<file path="src/rtl/cmd_pkg.sv">
// Shared TRS-80 CMD file definitions: record type bytes, chunk size and the
// saver FSM state encoding (also imported by the loader).
package cmd_pkg;

  localparam logic [7:0] REC_DATA  = 8'h01;
  localparam logic [7:0] REC_XFR   = 8'h02;
  localparam int         MAX_CHUNK = 256;

  typedef enum logic [3:0] {
    IDLE,
    REC_TYPE,
    REC_LEN,
    REC_ALO,
    REC_AHI,
    DATA_FETCH,
    DATA_OUT,
    XFR_TYPE,
    XFR_LEN,
    XFR_LO,
    XFR_HI,
    DONE
  } cmd_state_t;

endpackage

</file>
<file path="src/rtl/cmd_saver.sv">
// Streams a RAM range to a host as a TRS-80 CMD file, one byte per up_rd.
// Header/transfer bytes answer in one cycle; data bytes take a RAM read first.
module cmd_saver
  import cmd_pkg::*;
(
  input  logic        clk_i,
  input  logic        rst_i,
  input  logic        save_go_i,
  input  logic [15:0] start_addr_i,
  input  logic [15:0] end_addr_i,
  input  logic [15:0] exec_addr_i,
  output logic        mem_rd_o,
  output logic [15:0] mem_addr_o,
  input  logic [7:0]  mem_data_i,
  input  logic        up_rd_i,
  output logic        up_wait_o,
  output logic [7:0]  up_din_o,
  output logic [16:0] file_size_o,
  output logic        busy_o,
  output logic        err_o,
  output logic [3:0]  state_o
);

  // Host handshake: a byte request is the one-cycle up_rd pulse; while
  // up_wait is high the request is still in flight and further up_rd is ignored.
  cmd_state_t  state_q;
  logic [16:0] addr_q;
  logic [16:0] end_q;
  logic [15:0] exec_q;
  logic [8:0]  cnt_q;
  logic [7:0]  up_din_q;
  logic        up_wait_q;
  logic        mem_rd_q;
  logic [15:0] mem_addr_q;
  logic [16:0] file_size_q;
  logic        busy_q;
  logic        err_q;

  logic [16:0] n_bytes_d;
  logic [16:0] n_chunks_d;
  logic [16:0] size_d;
  logic [16:0] remain_d;
  logic [8:0]  chunk_n_d;
  logic        rd_ok;

  always_comb begin
    n_bytes_d  = {1'b0, end_addr_i} - {1'b0, start_addr_i} + 17'd1;
    n_chunks_d = (n_bytes_d + 17'd255) >> 8;
    size_d     = n_bytes_d + (n_chunks_d << 2) + 17'd4;
    remain_d   = end_q - addr_q + 17'd1;
    chunk_n_d  = (remain_d >= 17'd256) ? 9'd256 : remain_d[8:0];
    rd_ok      = up_rd_i && !up_wait_q;
  end

  always_ff @(posedge clk_i) begin
    if (rst_i) begin
      state_q     <= IDLE;
      addr_q      <= '0;
      end_q       <= '0;
      exec_q      <= '0;
      cnt_q       <= '0;
      up_din_q    <= '0;
      up_wait_q   <= 1'b0;
      mem_rd_q    <= 1'b0;
      mem_addr_q  <= '0;
      file_size_q <= '0;
      busy_q      <= 1'b0;
      err_q       <= 1'b0;
    end else begin
      mem_rd_q <= 1'b0;
      err_q    <= 1'b0;
      case (state_q)
        IDLE: begin
          if (rd_ok) up_din_q <= 8'h00;
          if (save_go_i) begin
            if (end_addr_i < start_addr_i) begin
              err_q <= 1'b1;
            end else begin
              addr_q      <= {1'b0, start_addr_i};
              end_q       <= {1'b0, end_addr_i};
              exec_q      <= exec_addr_i;
              file_size_q <= size_d;
              busy_q      <= 1'b1;
              state_q     <= REC_TYPE;
            end
          end
        end
        REC_TYPE: if (rd_ok) begin
          up_din_q <= REC_DATA;
          state_q  <= REC_LEN;
        end
        REC_LEN: if (rd_ok) begin
          // A full 256-byte chunk wraps the length byte to 0x02.
          up_din_q <= chunk_n_d[7:0] + 8'd2;
          cnt_q    <= chunk_n_d;
          state_q  <= REC_ALO;
        end
        REC_ALO: if (rd_ok) begin
          up_din_q <= addr_q[7:0];
          state_q  <= REC_AHI;
        end
        REC_AHI: if (rd_ok) begin
          up_din_q <= addr_q[15:8];
          state_q  <= DATA_FETCH;
        end
        DATA_FETCH: if (rd_ok) begin
          mem_rd_q   <= 1'b1;
          mem_addr_q <= addr_q[15:0];
          up_wait_q  <= 1'b1;
          state_q    <= DATA_OUT;
        end
        DATA_OUT: begin
          // The cycle mem_rd is high the RAM has not answered yet.
          if (!mem_rd_q) begin
            up_din_q  <= mem_data_i;
            up_wait_q <= 1'b0;
            addr_q    <= addr_q + 17'd1;
            cnt_q     <= cnt_q - 9'd1;
            if (cnt_q == 9'd1)
              state_q <= (addr_q == end_q) ? XFR_TYPE : REC_TYPE;
            else
              state_q <= DATA_FETCH;
          end
        end
        XFR_TYPE: if (rd_ok) begin
          up_din_q <= REC_XFR;
          state_q  <= XFR_LEN;
        end
        XFR_LEN: if (rd_ok) begin
          up_din_q <= 8'h02;
          state_q  <= XFR_LO;
        end
        XFR_LO: if (rd_ok) begin
          up_din_q <= exec_q[7:0];
          state_q  <= XFR_HI;
        end
        XFR_HI: if (rd_ok) begin
          up_din_q <= exec_q[15:8];
          busy_q   <= 1'b0;
          state_q  <= DONE;
        end
        DONE: begin
          if (rd_ok) up_din_q <= 8'h00;
          state_q <= IDLE;
        end
        default: state_q <= IDLE;
      endcase
    end
  end

  assign mem_rd_o    = mem_rd_q;
  assign mem_addr_o  = mem_addr_q;
  assign up_wait_o   = up_wait_q;
  assign up_din_o    = up_din_q;
  assign file_size_o = file_size_q;
  assign busy_o      = busy_q;
  assign err_o       = err_q;
  assign state_o     = state_q;

endmodule

</file>
<file path="config.mk">
export PLATFORM = sky130hd
export DESIGN_NAME = cmd_saver
export DESIGN_NICKNAME = d
export VERILOG_FILES = /design/src/rtl/cmd_pkg.sv /design/src/rtl/cmd_saver.sv
export SDC_FILE = /design/constraint.sdc
export NUM_CORES = 1
export LEC_CHECK = 0
export ABC_AREA = 1
export BUFFER_PORTS_ARGS = -buffer_cell sky130_fd_sc_hd__buf_2
export CORE_MARGIN = 2
export CORE_UTILIZATION = 55
export CTS_CLUSTER_DIAMETER = 80
export CTS_CLUSTER_SIZE = 8
export DETAILED_ROUTE_END_ITERATION = 12
export MAX_ROUTING_LAYER = met4
export PLACE_DENSITY = 0.77
export SETUP_SLACK_MARGIN = 0.4
export SLEW_MARGIN = 10
export SYNTH_ARGS = -nofsm -noshare
export SYNTH_HDL_FRONTEND = slang
export SYNTH_SLANG_ARGS = --single-unit
</file>
<file path="constraint.sdc">
create_clock -name clk_i -period 5.8 [get_ports clk_i]
set_clock_uncertainty 0.15 [all_clocks]
set_input_delay 0.58 -clock clk_i [delete_from_list [all_inputs] [get_ports clk_i]]
set_output_delay 0.58 -clock clk_i [all_outputs]
set_load 0.03 [all_outputs]
</file>
# Yosys cells after proc, flatten, opt, wreduce, memory -nomap -nowiden
# Cells that the tools add are included.
[totals]
register_bits = 107
latch_bits = 0
mem_bits_rw = 0
mem_bits_ro = 0
out_inout_bits = 49
n_memories = 0
[classes]
n_addsub = 10
mul = 0
div = 0
n_lt_le_gt_ge = 2
eq_ne = 27
n_shift = 0
muxes = 42
n_bitwise = 4
n_reduce_logical = 20
[ops]
columns = ["op", "count"]
rows = [
  ["8-bit two-way mux", 9],
  ["8-bit case mux with 9 select lines", 1],
  ["17-bit by 1-bit adder with 17-bit output, second input constant", 3],
  ["17-bit two-way mux", 3],
  ["4-bit two-way mux", 12],
  ["4-bit case mux with 11 select lines", 1],
  ["17-bit case mux with 2 select lines", 1],
  ["9-bit two-way mux", 3],
  ["2-bit != test, second input constant", 12],
  ["9-bit case mux with 2 select lines", 1],
  ["17-bit by 11-bit adder with 17-bit output", 1],
  ["17-bit by 3-bit adder with 17-bit output, second input constant", 1],
  ["17-bit by 8-bit adder with 17-bit output, second input constant", 1],
  ["17-bit by 16-bit equality test with 1-bit output", 1],
  ["17-bit by 9-bit >= comparator with 1-bit output, second input constant", 1],
  ["16-bit by 16-bit subtractor with 17-bit output", 1],
  ["16-bit by 17-bit subtractor with 17-bit output", 1],
  ["4-bit by 3-bit equality test with 1-bit output, second input constant", 4],
  ["4-bit equality test, second input constant", 4],
  ["16-bit < comparator", 1],
  ["12-bit AND reduction", 1],
  ["10-bit AND reduction", 1],
  ["9-bit by 1-bit equality test with 1-bit output, second input constant", 1],
  ["3-bit AND reduction", 3],
  ["other kinds (18)", 37],
]

# Logic depth before layout (Yosys ltp)
[depth]
word_depth = 7
depth_mapped = 31
depth_no_buf = 31

# Worst setup path before layout
# No wires, ideal clock.
[synth_path]
kind = "input-to-reg"
startpoint = "in start_addr_i[1]"
endpoint = "reg file_size_q[15], in the netlist file_size_o[15]"
setup_time_ps = 70
arrival_ps = 4698
slack_ps = 882
cell_stages = 30
path_buffers = 0
cell_sequence = "inv_1 ha_1 inv_1 ha_1 fa_1 nand3_1 nand3_1 a31o_2 xor2_1 nand4_1 nand2_1 nor2_1 nand2_1 nor2_2 nand2_2 nand2_1 inv_1 ha_1 ha_1 nand3_1 nand2_1 a21oi_1 o21ai_0 a21oi_1 o21bai_1 nand2_1 a21oi_2 nand2_1 xor2_1 a21oi_1"
[synth_via]
elab_chain_cells = 5
elab_cells_between_ends = 8
cone_classes = "add/sub: 5; order compare: 1; bitwise: 1; reduce/logical: 1"
[synth_lines]
columns = ["item", "line", "rtl"]
rows = [
  ["from (decl)", "cmd_saver.sv:9", "input logic [15:0] start_addr_i,"],
  ["16-bit by 16-bit subtractor with 17-bit output", "cmd_saver.sv:47", "n_bytes_d = {1'b0, end_addr_i} - {1'b0, start_addr_i} + 17'd1;"],
  ["17-bit by 1-bit adder with 17-bit output", "cmd_saver.sv:47", ""],
  ["17-bit by 8-bit adder with 17-bit output", "cmd_saver.sv:48", "n_chunks_d = (n_bytes_d + 17'd255) >> 8;"],
  ["17-bit by 11-bit adder with 17-bit output", "cmd_saver.sv:49", "size_d = n_bytes_d + (n_chunks_d << 2) + 17'd4;"],
  ["17-bit by 3-bit adder with 17-bit output", "cmd_saver.sv:49", ""],
  ["to (signal assigned)", "cmd_saver.sv:82", "file_size_q <= size_d;"],
  ["to (decl)", "cmd_saver.sv:35", "logic [16:0] file_size_q;"],
]
# Several ways; a longest one is shown, not always the timed one.
# A chain may end at the register's enable or synchronous reset.

# Worst setup path after layout
[layout_path]
startpoint = "in start_addr_i[1]"
endpoint = "reg file_size_q[14], in the netlist file_size_o[14]"
# The elaborated chain is that of the path after synthesis.

==> flow_metrics.tcl <==
set metrics [dict create \
    grt_pass1_wl_microns 38200 \
    max_stage_delay_ns 0.41 \
    vias_per_cell 5.50 \
    setup_viol 0 \
    firstDrtPassIters 5 \
    grt.total_usage 0.304 \
    worst-r2r-setup-slack_ns 1.63 \
    ys_seq_area_frac 0.257 \
    status "finished, final reports clean" \
    grt_pass1_vias 7563 \
    drtIter0Drc 621 \
    routed_wl_microns 23500 \
    ys_warn_count 0 \
    antenna_found_initial 0 \
    arrival_ns 5.05 \
    coreArea_sq_mm 0.0146 \
    synth_area_sq_mm 0.00832 \
    drc 0 \
    p_per_area_mw_per_mm2 461 \
    fp.dieW_microns 127 \
    drive_gt1_frac 0.143 \
    synth_edf_count 0 \
    rsz0062_at_grt "false" \
    syn_area_per_cell_sq_um 6.84 \
    gp_congestion 0.944 \
    clock_latency_ns 0.36 \
    period_minus_slack_ns 4.95 \
    cts_sinks 107 \
    antenna_left 0 \
    cts_buffer_depth 2 \
    min_delay_worst_endpoint "mem_addr_o[4]$_SDFFE_PP0P_" \
    grt_overflow_total 0 \
    grt_max_degree 82 \
    rows 44 \
    hp-class "flop to flop" \
    die-height_microns 127 \
    rr_startpoint "addr_q[1]$_SDFFE_PP0P_" \
    hold_buffers 0 \
    vdd_drop_max_mv 0.294 \
    max_freq_mhz 202 \
    vias 8222 \
    ff_latch_area_sq_mm 0.00214 \
    ys_seq_elements 107 \
    initial_core_util 0.568 \
    fin_util 0.636 \
    cp.required_ns 5.90 \
    worstPathMaxFanout 4 \
    worst_slew_pin_slew_ns 1.17 \
    slowest_stage "fa_1" \
    num-fill-cells 1377 \
    n_antenna_cell 0 \
    hold_path.startpoint "mem_addr_o[4]$_SDFFE_PP0P_" \
    final_cell_mix "nand2_1 (210), inv_1 (198), nor2_1 (121)" \
    ios 109 \
    die_area_sq_mm 0.0161 \
    drv_slew 0 \
    p_leak_nw 4.63 \
    cts.clk_slew.worst_paths_ns 0.07 \
    rr_endpoint "up_din_o[7]$_SDFFE_PP0P_" \
    syn_nets 1372 \
    layout_commonest_cell "nand2_1" \
    yosysUniqueCellTypes 49 \
    synthFlopType "dfxtp_1" \
    worstSetupStartpointType "primary input" \
    path_class "primary input to flop" \
    async_reset_ff_frac 0 \
    min_path_cells 2 \
    layout.nets 1463 \
    drv_cap 0 \
    cts_buffers 9 \
    netlist_instances 1216 \
    worstRegToRegCells 25 \
    slew_headroom 0.217 \
    cts_tree "done" \
    detail_route.wl_per_cell_microns 15.7 \
    tns_ns 0 \
    area_growth_pct 11.9 \
    multi_input_area_sq_mm 0.00530 \
    finalHoldViolCount 0 \
    finalCritPeriodShare 0.853 \
    htree_levels 3 \
    cp_common_cell "inv_1" \
    cts-root-buf "clkbuf_16" \
    hpwl_microns 18200 \
    numPortBuffers 108 \
    crit_path_end_kind "flop" \
]
-- cell usage after synthesis (2+ instances only) --
library cell	instances	area share
o2111ai_1	3	0.0032
nand3_1	52	0.031
xor2_1	39	0.041
a211oi_1	11	0.0099
nor4_1	6	0.0045
a21oi_1	93	0.056
inv_1	198	0.089
o211ai_1	4	0.0036
o21ai_0	104	0.063
o22ai_1	6	0.0045
nand3_2	4	0.0048
nand3b_1	2	0.0018
a31o_2	2	0.0021
nor3_1	10	0.0060
xor2_2	4	0.0078
o21ai_1	5	0.0030
dfxtp_1	107	0.26
a2111oi_0	2	0.0021
nor2_1	123	0.055
nand2_2	9	0.0068
clkbuf_1	31	0.014
nor2_4	3	0.0041
nand4_1	18	0.014
o21bai_1	5	0.0045
nor2_2	8	0.0060
ha_1	86	0.13
a221oi_1	5	0.0053
fa_1	10	0.024
xnor2_1	12	0.013
and2_1	3	0.0023
inv_2	8	0.0036
a31oi_1	11	0.0083
nand2_1	210	0.095
a21oi_2	6	0.0063
or2_2	2	0.0015
-- how the worst max path moves through the flow --
stage | from | endpoint | slack (ns) | cells after the start
detailed placement | start_addr_i[1] | file_size_o[15]$_SDFFE_PP0P_ | 0.32 | 31
global route | start_addr_i[1] | file_size_o[15]$_SDFFE_PP0P_ | 0.40 | 31
floorplan | start_addr_i[1] | file_size_o[15]$_SDFFE_PP0P_ | 0.88 | 30
CTS | start_addr_i[1] | file_size_o[15]$_SDFFE_PP0P_ | 0.67 | 31
global placement | start_addr_i[1] | file_size_o[14]$_SDFFE_PP0P_ | 0.47 | 30
finish | start_addr_i[1] | file_size_o[14]$_SDFFE_PP0P_ | 0.85 | 30
-- stage by stage --
| step | hold slack [ns] | worst slack [ns] | power (mW) | instances | cell area [sq um] |
|---|---|---|---|---|---|
| after floorplan | 0.275 | 0.882 | 2.97 | 1216 | 8320 |
| after global placement | 0.281 | 0.475 | 3.58 | 1478 | 8990 |
| after detailed placement | 0.286 | 0.318 | 3.62 | 1478 | 8990 |
| after CTS | 0.298 | 0.669 | 4.23 | 1494 | 9270 |
| after global routing | 0.317 | 0.400 | 4.67 | 1496 | 9310 |
| final | 0.293 | 0.852 | 4.29 | 1496 | 9310 |
-- flip-flops by register name (all words and copies together), names as in the netlist, 4 cells and up --
register and count:
end_q 16, addr_q 17, state_o 4, file_size_o 17, up_din_o 8, cnt_q 9
exec_q 16, mem_addr_o 16
-- repair_timing --
| item | in CTS | in global routing |
|---|---|---|
| endpoints found under the setup margin | 0 | 5 |
| resized for setup | 0 | 7 |
| setup buffers | 0 | 2 |
-- area by class of cell --
cell class | count | share of cell area
Clock buffer | 10 | 0.0246
Timing Repair Buffer | 113 | 0.0621
Inverter | 207 | 0.0834
Sequential cell | 107 | 0.230
Tap cell | 184 | 0.0247
Clock inverter | 6 | 0.00578
Multi-Input combinational cell | 869 | 0.569
-- power by group --
| group | internal, mW | switching (mW) |
|---|---|---|
| combinational | 0.890 | 1.78 |
| clock | 0.301 | 0.309 |
| sequential | 0.885 | 0.128 |
| total | 2.08 | 2.22 |
-- cells by family after synthesis --
group / Yosys count / share of synthesized area
compound gates: 263 / 0.179
xor+xnor: 55 / 0.0615
fa+ha+maj: 96 / 0.153
buf+inv: 240 / 0.108
flops: 107 / 0.257
simple gates: 455 / 0.240
-- critical path: cells and delay by family --
kind	cells	cell delay (ns)
buf+inv	6	0.37
compound gates	5	0.92
fa+ha+maj	5	1.45
xor+xnor	3	0.50
simple gates	11	1.22
-- layer usage --
metal  wire length [microns]  up-vias  global-route usage
met5                       0        -                   -
met1                   11000     3732               0.414
li1                        -     4144                   -
met2                   10300      299               0.462
met3                    1480       47              0.0415
met4                     743        0               0.112
No activity file was read; power rests on OpenSTA's default activity.
